--- config.mk ---
export PLATFORM = sky130hd
export DESIGN_NAME = lsu_mem_port
export DESIGN_NICKNAME = d
export VERILOG_FILES = /design/src/rtl/lsu_mem_port.sv
export SDC_FILE = /design/constraint.sdc
export NUM_CORES = 1
export LEC_CHECK = 0
export ABC_AREA = 1
export BUFFER_PORTS_ARGS = -buffer_cell sky130_fd_sc_hd__clkbuf_2
export CELL_PAD_IN_SITES_DETAIL_PLACEMENT = 1
export CELL_PAD_IN_SITES_GLOBAL_PLACEMENT = 2
export CORE_ASPECT_RATIO = 1.5
export CORE_MARGIN = 2
export CORE_UTILIZATION = 27
export DETAILED_ROUTE_END_ITERATION = 6
export PLACE_DENSITY_LB_ADDON = 0.1
export SKIP_CTS_REPAIR_TIMING = 1
export SLEW_MARGIN = 20
export SYNTH_ARGS = -nofsm -noshare
export SYNTH_HDL_FRONTEND = slang
export SYNTH_SLANG_ARGS = --single-unit
--- constraint.sdc ---
create_clock -name clk -period 3.6 [get_ports clk]
set_input_delay 0.18 -clock clk [delete_from_list [all_inputs] [get_ports clk]]
set_output_delay 0.18 -clock clk [all_outputs]
set_load 0.005 [all_outputs]
--- src/rtl/lsu_mem_port.sv ---
`default_nettype none
`timescale 1ns/1ps
// ============================================================================
//  Module   : lsu_mem_port
//  Function : Load/store initiator for a 32-bit byte-enabled data memory.
//             Accepts one request at a time, issues a single memory access
//             with lane-aligned byte enables and write data, extracts and
//             extends load data, and returns a response (with fault flag).
//  Revision : 1.0 - initial release
// ============================================================================
module lsu_mem_port #(
   parameter int ADDR_W            = 32,
   parameter bit FAULT_ON_MISALIGN = 1'b1
) (
   input  logic              clk,
   input  logic              reset_n,
   // request channel
   input  logic              req_valid,
   output logic              req_ready,
   input  logic              req_store,
   input  logic [2:0]        req_funct3,
   input  logic [ADDR_W-1:0] req_addr,
   input  logic [31:0]       req_wdata,
   // response channel
   output logic              resp_valid,
   input  logic              resp_ready,
   output logic [31:0]       resp_rdata,
   output logic              resp_fault,
   // memory port
   output logic              mem_req,
   output logic              mem_we,
   output logic [3:0]        mem_be,
   output logic [ADDR_W-1:0] mem_addr,
   output logic [31:0]       mem_wd,
   input  logic [31:0]       mem_rd
);

   // RV32I width codes
   localparam logic [2:0] c_F3_B  = 3'b000;
   localparam logic [2:0] c_F3_H  = 3'b001;
   localparam logic [2:0] c_F3_W  = 3'b010;
   localparam logic [2:0] c_F3_BU = 3'b100;
   localparam logic [2:0] c_F3_HU = 3'b101;

   typedef enum logic [1:0] {
      ST_IDLE    = 2'd0,
      ST_ACCESS  = 2'd1,
      ST_CAPTURE = 2'd2,
      ST_RESP    = 2'd3
   } state_t;

   state_t            r_state;
   state_t            w_state_nxt;

   // latched request attributes needed after the handshake
   logic              r_store;
   logic [2:0]        r_funct3;
   logic [1:0]        r_off;

   // registered memory-port outputs
   logic              r_mem_req;
   logic              r_mem_we;
   logic [3:0]        r_mem_be;
   logic [ADDR_W-1:0] r_mem_addr;
   logic [31:0]       r_mem_wd;

   // registered response payload
   logic [31:0]       r_resp_rdata;
   logic              r_resp_fault;

   // request decode
   logic              w_accept;
   logic              w_issue;
   logic              w_is_half;
   logic              w_is_word;
   logic              w_f3_legal;
   logic              w_misalign;
   logic              w_fault;
   logic [1:0]        w_off;
   logic [3:0]        w_be;
   logic [31:0]       w_wd;

   // load extraction
   logic [31:0]       w_shift;
   logic [31:0]       w_ext;

   assign w_accept  = (r_state == ST_IDLE) && req_valid;
   assign w_issue   = w_accept && !w_fault;
   assign w_is_half = (req_funct3[1:0] == 2'b01);
   assign w_is_word = (req_funct3[1:0] == 2'b10);

   // Legal width codes; unsigned variants exist only for loads
   always_comb begin
      w_f3_legal = 1'b0;
      case (req_funct3)
         c_F3_B, c_F3_H, c_F3_W: w_f3_legal = 1'b1;
         c_F3_BU, c_F3_HU:       w_f3_legal = !req_store;
         default:                w_f3_legal = 1'b0;
      endcase
   end

   assign w_misalign = (w_is_half && req_addr[0]) ||
                       (w_is_word && (req_addr[1:0] != 2'b00));
   assign w_fault    = !w_f3_legal || (FAULT_ON_MISALIGN && w_misalign);

   // Effective lane offset: misaligned low bits are dropped when not faulting
   always_comb begin
      w_off = req_addr[1:0];
      if (w_is_word) begin
         w_off = 2'b00;
      end else if (w_is_half) begin
         w_off = {req_addr[1], 1'b0};
      end
   end

   // Byte enables positioned on the addressed lanes
   always_comb begin
      w_be = 4'b0001 << w_off;
      if (w_is_word) begin
         w_be = 4'b1111;
      end else if (w_is_half) begin
         w_be = 4'b0011 << w_off;
      end
   end

   assign w_wd = req_wdata << {w_off, 3'b000};

   // Load data: bring the addressed lanes down to bit 0 and extend
   assign w_shift = mem_rd >> {r_off, 3'b000};

   // Sign or zero extension selected by the latched width code
   always_comb begin
      w_ext = w_shift;
      case (r_funct3)
         c_F3_B:  w_ext = {{24{w_shift[7]}}, w_shift[7:0]};
         c_F3_BU: w_ext = {24'h000000, w_shift[7:0]};
         c_F3_H:  w_ext = {{16{w_shift[15]}}, w_shift[15:0]};
         c_F3_HU: w_ext = {16'h0000, w_shift[15:0]};
         default: w_ext = w_shift;
      endcase
   end

   // State register; reset wins over every transition
   always_ff @(posedge clk) begin
      if (!reset_n) begin
         r_state <= ST_IDLE;
      end else begin
         r_state <= w_state_nxt;
      end
   end

   // Next-state logic
   always_comb begin
      w_state_nxt = r_state;
      case (r_state)
         ST_IDLE: begin
            if (req_valid) begin
               w_state_nxt = w_fault ? ST_RESP : ST_ACCESS;
            end
         end
         ST_ACCESS:  w_state_nxt = r_store ? ST_RESP : ST_CAPTURE;
         ST_CAPTURE: w_state_nxt = ST_RESP;
         ST_RESP: begin
            if (resp_ready) begin
               w_state_nxt = ST_IDLE;
            end
         end
         default:    w_state_nxt = ST_IDLE;
      endcase
   end

   // Latch request attributes at the request handshake
   always_ff @(posedge clk) begin
      if (!reset_n) begin
         r_store  <= 1'b0;
         r_funct3 <= 3'b000;
         r_off    <= 2'b00;
      end else if (w_accept) begin
         r_store  <= req_store;
         r_funct3 <= req_funct3;
         r_off    <= w_off;
      end
   end

   // Memory strobe and payload: loaded at the handshake so they are valid
   // exactly during the ACCESS cycle, and cleared on every other cycle
   always_ff @(posedge clk) begin
      if (!reset_n) begin
         r_mem_req  <= 1'b0;
         r_mem_we   <= 1'b0;
         r_mem_be   <= 4'b0000;
         r_mem_addr <= '0;
         r_mem_wd   <= 32'h0;
      end else begin
         r_mem_req  <= w_issue;
         r_mem_we   <= w_issue && req_store;
         r_mem_be   <= w_issue ? w_be : 4'b0000;
         r_mem_addr <= w_issue ? {req_addr[ADDR_W-1:2], 2'b00} : '0;
         r_mem_wd   <= w_issue ? w_wd : 32'h0;
      end
   end

   // Response payload: written on entry to RESP, held while RESP waits
   always_ff @(posedge clk) begin
      if (!reset_n) begin
         r_resp_rdata <= 32'h0;
         r_resp_fault <= 1'b0;
      end else begin
         if (w_accept && w_fault) begin
            r_resp_rdata <= 32'h0;
            r_resp_fault <= 1'b1;
         end else if ((r_state == ST_ACCESS) && r_store) begin
            r_resp_rdata <= 32'h0;
            r_resp_fault <= 1'b0;
         end else if (r_state == ST_CAPTURE) begin
            r_resp_rdata <= w_ext;
            r_resp_fault <= 1'b0;
         end
      end
   end

   assign req_ready  = (r_state == ST_IDLE);
   assign resp_valid = (r_state == ST_RESP);
   assign resp_rdata = r_resp_rdata;
   assign resp_fault = r_resp_fault;
   assign mem_req    = r_mem_req;
   assign mem_we     = r_mem_we;
   assign mem_be     = r_mem_be;
   assign mem_addr   = r_mem_addr;
   assign mem_wd     = r_mem_wd;

endmodule
`default_nettype wire

# Word level (Yosys, flattened, before mapping)
# Cells that the tools add are included.
[totals]
reg_bits = 111
inputBits = 104
out_inout_bits = 105
wordCells = 67
[op_classes]
eq_ne = 14
shift = 4
mux = 14
n_bitwise = 1
reduce_logical = 22
[op_table]
columns = ["cell", "n"]
rows = [
  ["32-bit one-hot mux with 4 select lines", 1],
  ["32-bit by 5-bit << shifter with 32-bit output", 1],
  ["32-bit by 5-bit right shift with 32-bit output", 1],
  ["3-bit == test, second input constant", 4],
  ["2-bit 2-to-1 mux", 4],
  ["4-bit 2-to-1 mux", 2],
  ["2-bit one-hot mux with 4 select lines", 1],
  ["1-bit logical AND", 7],
  ["2-bit == test, second input constant", 3],
  ["3-bit by 1-bit == test with 1-bit output, second input constant", 2],
  ["3-bit logical NOT", 2],
  ["3-bit OR reduction", 2],
  ["1-bit 2-to-1 mux", 5],
  ["2-bit by 1-bit == test with 1-bit output, second input constant", 2],
  ["2-bit AND reduction", 2],
  ["1-bit by 2-bit << shifter with 4-bit output, first input constant", 1],
  ["2-bit by 2-bit << shifter with 4-bit output, first input constant", 1],
  ["3-bit by 2-bit == test with 1-bit output, second input constant", 1],
  ["1-bit logical NOT", 3],
  ["3-bit nonzero test", 1],
  ["2-bit logical NOT", 1],
  ["1-bit logical OR", 2],
  ["2-bit by 1-bit != test with 1-bit output, second input constant", 1],
  ["2-bit != test, second input constant", 1],
  ["4 further kinds", 4],
]

# Longest topological paths before layout
# Gate-level depths: netlist of run 1.
[depth]
ltp_word = 8
depth_mapped = 10
depth_no_buf = 8

# Least setup slack after synthesis of run 1
# No wires, ideal clock.
[synth_path]
path_type = "register to register"
startpoint = "register r_state[0]"
endpoint = "register r_mem_be[2] (netlist: mem_be[2])"
setup_ns = 0.132
t_arrival_ns = 1.370
t_required_ns = 3.468
setup_slack_ns = 2.098
path_stages_with_launch = 8
n_path_buf = 1
period_less_slack_ns = 1.502
path_cell_list = "dfxtp_1 inv_1 ha_1 nand2_1 inv_2 nand4_4 buf_2 a21oi_1"
[synth_via]
elab_chain_len = 4
[synth_lines]
columns = ["item", "line", "source"]
rows = [
  ["start: declaration", "52", "state_t r_state;"],
  ["start signal: assignment", "148", "r_state <= w_state_nxt;"],
  ["2-bit logical NOT", "n/a", ""],
  ["via req_ready", "19", "output logic req_ready,"],
  ["1-bit logical AND", "87", "assign w_accept = (r_state == ST_IDLE) && req_valid;"],
  ["1-bit logical AND", "88", "assign w_issue = w_accept && !w_fault;"],
  ["2-bit AND reduction (no source line)", "n/a", ""],
  ["end signal: assignment", "197", "r_mem_be <= w_issue ? w_be : 4'b0000;"],
  ["end: declaration", "63", "logic [3:0] r_mem_be;"],
]
# The timed path passes the listed nets, and every way through them passes these cells.
# A chain may end at the register's enable or synchronous reset.

# Worst setup path in the final report of run 1
[layout_path]
startpoint = "register r_state[1]"
endpoint = "register r_mem_wd[19] (netlist: mem_wd[19])"
[layout_via]
elab_chain_len = 4
[layout_lines]
columns = ["item", "line", "source"]
rows = [
  ["2-bit logical NOT", "87", ""],
  ["1-bit logical AND", "87", ""],
  ["1-bit logical AND", "88", ""],
  ["2-bit AND reduction (no source line)", "n/a", ""],
  ["end signal: assignment", "199", "r_mem_wd <= w_issue ? w_wd : 32'h0;"],
  ["end: declaration", "65", "logic [31:0] r_mem_wd;"],
]
# No other way between the ends.

==> qor.txt, run 1 <==
Main synth FF type -> dfxtp_1
Worst Hold Path EP -> mem_addr[10]
Die width -> 115 µm
Post-synth EDFFs -> 0
Post-synth ARST share -> 0
Main combinational cell family by area after synthesis -> simple AND/OR/NAND/NOR gates
Drt pass-1 iters -> 4
Cell variety after synth -> 29
Xor-xnor portion of the synthesized cell area -> 0
Synth-to-layout area growth -> 29.5%
Most common cell after layout, fill and taps aside -> clkbuf_2
Remaining antenna violation count -> 0
Clk_skew -> 11.8 ps
Ant diodes -> 0
PwrDens -> 616 nW/µm²
Most frequent cells in the layout -> clkbuf_2, nand2_1, nor2_1
Die Y -> 170 µm
Worst hold start -> req_addr[10]
Slew @ Worst Pin -> 775 ps
Post-route cell area -> 6450 µm²
Crit Path Max Fanout -> 52
Yosys warnings -> 0
Post-synthesis adder-cell area fraction -> 0.0126
Clock Latency Late Sink -> 360 ps
R2R setup slack -> 1420 ps
CORE AREA -> 18000 µm²
Post-synthesis simple-gate area fraction -> 0.407
Leading area contributor after synthesis -> dfxtp_1
Bufs on Longest Clock Path -> 2
CTS clk-pin slew, worst paths -> 90 ps
Vias in the first global route -> 5440
GRT Util Overall -> 0.181
Initial Utilization -> 0.277
CTS tree -> yes
Nets -> 1004
# clock sinks -> 109
Compound-cell area share of the yosys netlist -> 0.0475
Routed wire length -> 17.7 mm
Fin. max-slew vios -> 0
Reg2Reg Depth -> 6
Rows -> 60
Setup crit start kind -> register
First-pass GRT wire length -> 27.6 mm
Arrival time at the worst endpoint -> 2440 ps
# DRC -> 0
Gpl congestion -> 0.879
Placed Cells -> 1098
I/O pin total -> 209
Endpoint kind of the worst setup timing path -> register
H-tree depth -> 3
Post-Syn Instances -> 711
Worst Path Required -> 3860 ps
Drt wl/cell -> 15.8 µm
Cts bufs inserted -> 9
Min Tclk post-route -> 2180 ps
Mux cell area share after synthesis -> 0
Post-route insts no fill -> 1117
Largest net degree at the start of global routing -> 53
RSZ-0062 raised after global routing -> false
Kind of critical path -> register to register
Total gr overflow -> 0
Synth Register Bits -> 109
Synth top area cells -> dfxtp_1, nand2_1, nand3_1
Hold Path Class -> primary input to register
Avg Cell Area, Syn -> 7.01 µm²
Reg-to-reg endpoint -> mem_wd[19]
Hpwl dp -> 13.7 mm
Final Cycle Share -> 0.606
Setup violations, final -> 0
Max transition margin -> 0.483
Final Hold Fails -> 0
Clock root buffer -> clkbuf_16
FF-to-FF Start -> r_state[1]
Outcome -> finished, final reports clean
Lkg Pwr -> 3.45 nW
Worst Hold Path Cells -> 3
Routed via count -> 5234
VDD IR max -> 227 µV
DRT iter0 DRCs -> 160
Layout cell share with drive strength beyond 1 -> 0.304
Sequential share of the synthesized area -> 0.438
Final TNS setup -> 0 ps
Placed instance area -> 6110 µm²
Top-area cell type share of the netlist area -> 0.438
Cell area after synthesis -> 4980 µm²
Vias/cell -> 4.69
Die area -> 19600 µm²
PortBufs -> 206
Max-cap violation count -> 0
F_max -> 459 MHz
Antenna violations before repair -> 0
[logic make-up after synthesis]
kind of cell / Yosys count
other cells: 1
flops: 109
compound gates: 42
simple gates: 444
fa+ha+maj: 5
buf+inv: 110
[critical path: stages (launching register included)]
cell,delay (ps)
dfxtp_1,330
inv_1,140
ha_1,210
nand2_1,200
inv_2,220
nand4_4,620
a21oi_1,350
[synth_stat cells (3+ instances only)]
master	n
inv_1	60
nand3_1	92
nor2_1	110
or2_2	25
and2_1	8
nor3_1	3
nand2_2	5
dfxtp_1	109
nand4_1	24
clkbuf_1	13
o31ai_1	8
nand2_1	168
buf_2	21
inv_2	6
a21oi_1	26
nand2_4	5
o21ai_0	6
ha_1	5
buf_4	4
[per-layer routing]
layer	GRT usage	part of all wire	vias up
met3	0.0467	0.058	19
met2	0.346	0.55	144
met5	0	0	-
met4	0.0629	0.023	0
li1	-	-	2615
met1	0.187	0.37	2456
[worst max-delay path by stage]
stage / start / slack [ps] / depth (start not counted) / end
6_report: r_state[1] / 1420 / 6 / mem_wd[19]
5_1_grt: r_state[0] / 1110 / 6 / mem_wd[17]
4_1_cts: r_state[1] / 1340 / 6 / mem_wd[23]
3_5_place_dp: req_funct3[1] / 1350 / 8 / mem_wd[19]
3_3_place_gp: req_funct3[1] / 1400 / 8 / mem_wd[18]
2_1_floorplan: r_state[0] / 2100 / 7 / mem_be[2]
[sequential cells by signal, indices dropped and copies added, names as in the netlist, 2 cells and up]
name        flops
r_funct3        3
resp_rdata     32
mem_wd         32
r_off           2
mem_be          4
mem_addr       30
r_state         2
[through the flow]
step	util	hold slack [ps]	setup WS (ps)	power, mW
after floorplan	-	292	2100	2.49
after global placement	0.339	379	1400	2.97
after detailed placement	0.339	385	1350	3.01
after CTS	0.357	-11.5	1340	4.06
after global routing	0.358	0.656	1110	4.30
final	0.358	6.98	1420	3.98
[power by group]
part	leakage, nW	switching, mW	internal [mW]	total (mW)
sequential	0.885	0.0878	1.38	1.47
clock	0.151	0.525	0.502	1.03
combinational	2.41	0.908	0.574	1.48
[area by class of cell]
| type | count | area, µm² |
|---|---|---|
| Clock buffer | 9 | 225 |
| Clock inverter | 7 | 86.3 |
| Fill cell | 2343 | 11600 |
| Inverter | 68 | 258 |
| Multi-Input combinational cell | 493 | 2330 |
| Sequential cell | 109 | 2180 |
| Tap cell | 217 | 272 |
| Timing Repair Buffer | 214 | 1100 |
(Power assumes the default switching activity.)
==> run 2, diff against run 1 <==
--- a/config.mk
+++ b/config.mk
@@ -11,7 +11,7 @@
 export CELL_PAD_IN_SITES_GLOBAL_PLACEMENT = 2
 export CORE_ASPECT_RATIO = 1.5
 export CORE_MARGIN = 2
-export CORE_UTILIZATION = 27
+export CORE_UTILIZATION = 22
 export DETAILED_ROUTE_END_ITERATION = 6
 export PLACE_DENSITY_LB_ADDON = 0.1
 export SKIP_CTS_REPAIR_TIMING = 1
==> constraint.sdc (replaced) <==
create_clock -name clk -period 2 [get_ports clk]
set_input_delay 0.1 -clock clk [delete_from_list [all_inputs] [get_ports clk]]
set_output_delay 0.1 -clock clk [all_outputs]
set_load 0.005 [all_outputs]
==> run 2 against run 1 <==
Net effect:
- the flow now finishes with violations (negative hold slack)
- core utilization down 4.6 points
- setup slack lost 1100 ps
- sequential cell count stayed put
- clock power rose by 88%
- total power up 88%
==> qor.txt, run 2 (same netlist as run 1, synthesis figures left out) <==
Die area -> 23900 µm² (+22%)
Layout cell share with drive strength beyond 1 -> 0.303 (-0.00116)
Remaining antenna violation count -> 0 (unchanged)
# DRC -> 0 (unchanged)
Hpwl dp -> 14.9 mm (+8.7%)
Final Cycle Share -> 0.837 (+0.232)
Largest net degree at the start of global routing -> 58 (+9.4%)
Post-route cell area -> 6970 µm² (+8.0%)
Drt wl/cell -> 16.0 µm (+0.82%)
Antenna violations before repair -> 0 (unchanged)
PwrDens -> 1070 nW/µm² (+74%)
Setup crit start kind -> register
Die width -> 127 µm (+10%)
F_max -> 597 MHz (+30%)
DRT iter0 DRCs -> 229 (+43%)
Bufs on Longest Clock Path -> 2 (unchanged)
Min Tclk post-route -> 1670 ps (-506 ps)
Clock Latency Late Sink -> 360 ps (about the same)
Initial Utilization -> 0.223 (-0.0531)
Clk_skew -> 8.08 ps (-3.70 ps)
FF-to-FF Start -> r_state[0]
Crit-path max cell delay -> 420 ps (-200 ps)
Max-cap violation count -> 0 (unchanged)
Placed instance area -> 6310 µm² (+3.3%)
CTS clk-pin slew, worst paths -> 80 ps (about the same)
Most common cell after layout, fill and taps aside -> clkbuf_2
Reg-to-reg endpoint -> resp_rdata[1]
Comb pwr share -> 0.382 (+0.009)
GRT Util Overall -> 0.160 (-0.0206)
CP Cell Sequence -> inv_1, ha_1, nand2_1, inv_2, nand2_4, nand2_2, a21oi_1
I/O pin total -> 209 (unchanged)
CP delay by family, top -> simple AND/OR/NAND/NOR gates
Worst setup margin -> 325 ps (-1090 ps)
Synth-to-layout area growth -> 39.9%
CTS tree -> yes
Fin util -> 0.313 (-0.0455)
# clock sinks -> 109 (unchanged)
Drt pass-1 iters -> 4 (unchanged)
Lkg Pwr -> 3.66 nW (+6.0%)
Routed wire length -> 19.5 mm (+10%)
Design Power -> 7.46 mW (+88%)
Cell Int Power -> 4.67 mW (+90%)
Reg2Reg Depth -> 7 (+1)
CP endpoint -> resp_rdata[1]
VDD IR max -> 401 µV (+76%)
Gpl congestion -> 0.822 (-6.4%)
Violated checks -> negative hold slack
Kind of critical path -> register to register
Vias/cell -> 4.38 (-6.5%)
CORE AREA -> 22300 µm² (+24%)
Switching share of power -> 0.374 (-0.00825)
Hold Slack -> -0.434 ps (-7.41 ps)
Die Y -> 188 µm (+11%)
Worst Path Required -> 2290 ps (-1570 ps)
Outcome -> finished, violations left
Hold Path Class -> primary input to register
Setup violations, final -> 0 (unchanged)
Flop pwr share -> 0.358 (-0.011)
Buffers & Inverters on Critical Path -> 2 (unchanged)
PortBufs -> 206 (unchanged)
Final Hold Fails -> 1 (+1)
WP depth -> 7 (+1)
Cts bufs inserted -> 9 (unchanged)
Max transition margin -> 0.598 (+0.115)
R2R setup slack -> 330 ps (-1090 ps)
Crit Path Max Fanout -> 26 (-50%)
Clock root buffer -> clkbuf_16
First-pass GRT wire length -> 29.9 mm (+8.3%)
Most frequent cells in the layout -> clkbuf_2, nand2_1, nor2_1
CP Launch Point -> r_state[0]
Placed Cells -> 1169 (+6.5%)
Dpl ws -> 306 ps (-1040 ps)
Total gr overflow -> 0 (unchanged)
Crit-path slowest cell -> dfxtp_1
Ant diodes -> 0 (unchanged)
Routed via count -> 5343 (+2.1%)
Final TNS setup -> 0 ps (unchanged)
Slew @ Worst Pin -> 601 ps (-175 ps)
Rows -> 67 (+12%)
Vias in the first global route -> 5566 (+2.3%)
Post-route insts no fill -> 1219 (+9.1%)
H-tree depth -> 3 (unchanged)
Endpoint kind of the worst setup timing path -> register
Clk pwr share -> 0.260 (+0.002)
P_sw -> 2.79 mW (+83%)
Fin. max-slew vios -> 0 (unchanged)
RSZ-0062 raised after global routing -> false
Arrival time at the worst endpoint -> 1960 ps (-480 ps)
Nets -> 1047 (+4.3%)
-- run 2: power groups by stage --
stage	Clock (mW)	Combinational (mW)	Sequential, mW
2_1_floorplan	0	1.80	2.68
3_3_place_gp	0	2.80	2.71
3_5_place_dp	0	2.86	2.72
4_1_cts	2.04	2.88	2.67
5_1_grt	2.13	3.22	2.70
6_report	1.94	2.85	2.67
-- run 2: metal layers --
metal	track usage	vias to the layer above	wire [µm]
li1	-	2689	-
met1	0.167	2513	7460
met2	0.302	124	10500
met3	0.0466	17	1080
met4	0.0566	0	430
met5	0	-	0
-- run 2: layout make-up --
class | count | area, µm²
clock buffers | 10 | 239
clock inverters | 6 | 80.1
fillers | 2799 | 15300
inverters | 68 | 258
multi-input cells | 493 | 2330
flip-flops and latches | 109 | 2180
well taps | 276 | 345
repair buffers | 257 | 1540
-- run 2: worst reg2reg max path, stage by stage (launching register included) --
cell	delay [ps]
dfxtp_1	420
inv_1	120
ha_1	240
nand2_1	100
inv_2	90
nand2_4	280
nand2_2	190
a21oi_1	170
-- run 2: worst min-delay path by stage --
stage,slack [ps],endpoint,startpoint,depth (start not counted)
4_1_cts,-100,mem_addr[27],req_addr[27],3
3_3_place_gp,300,mem_addr[3],req_addr[3],3
2_1_floorplan,210,mem_addr[10],req_addr[10],2
5_1_grt,3,mem_wd[0],req_wdata[0],3
3_5_place_dp,300,mem_addr[24],req_addr[24],3
6_report,-0.4,mem_wd[7],req_wdata[7],3
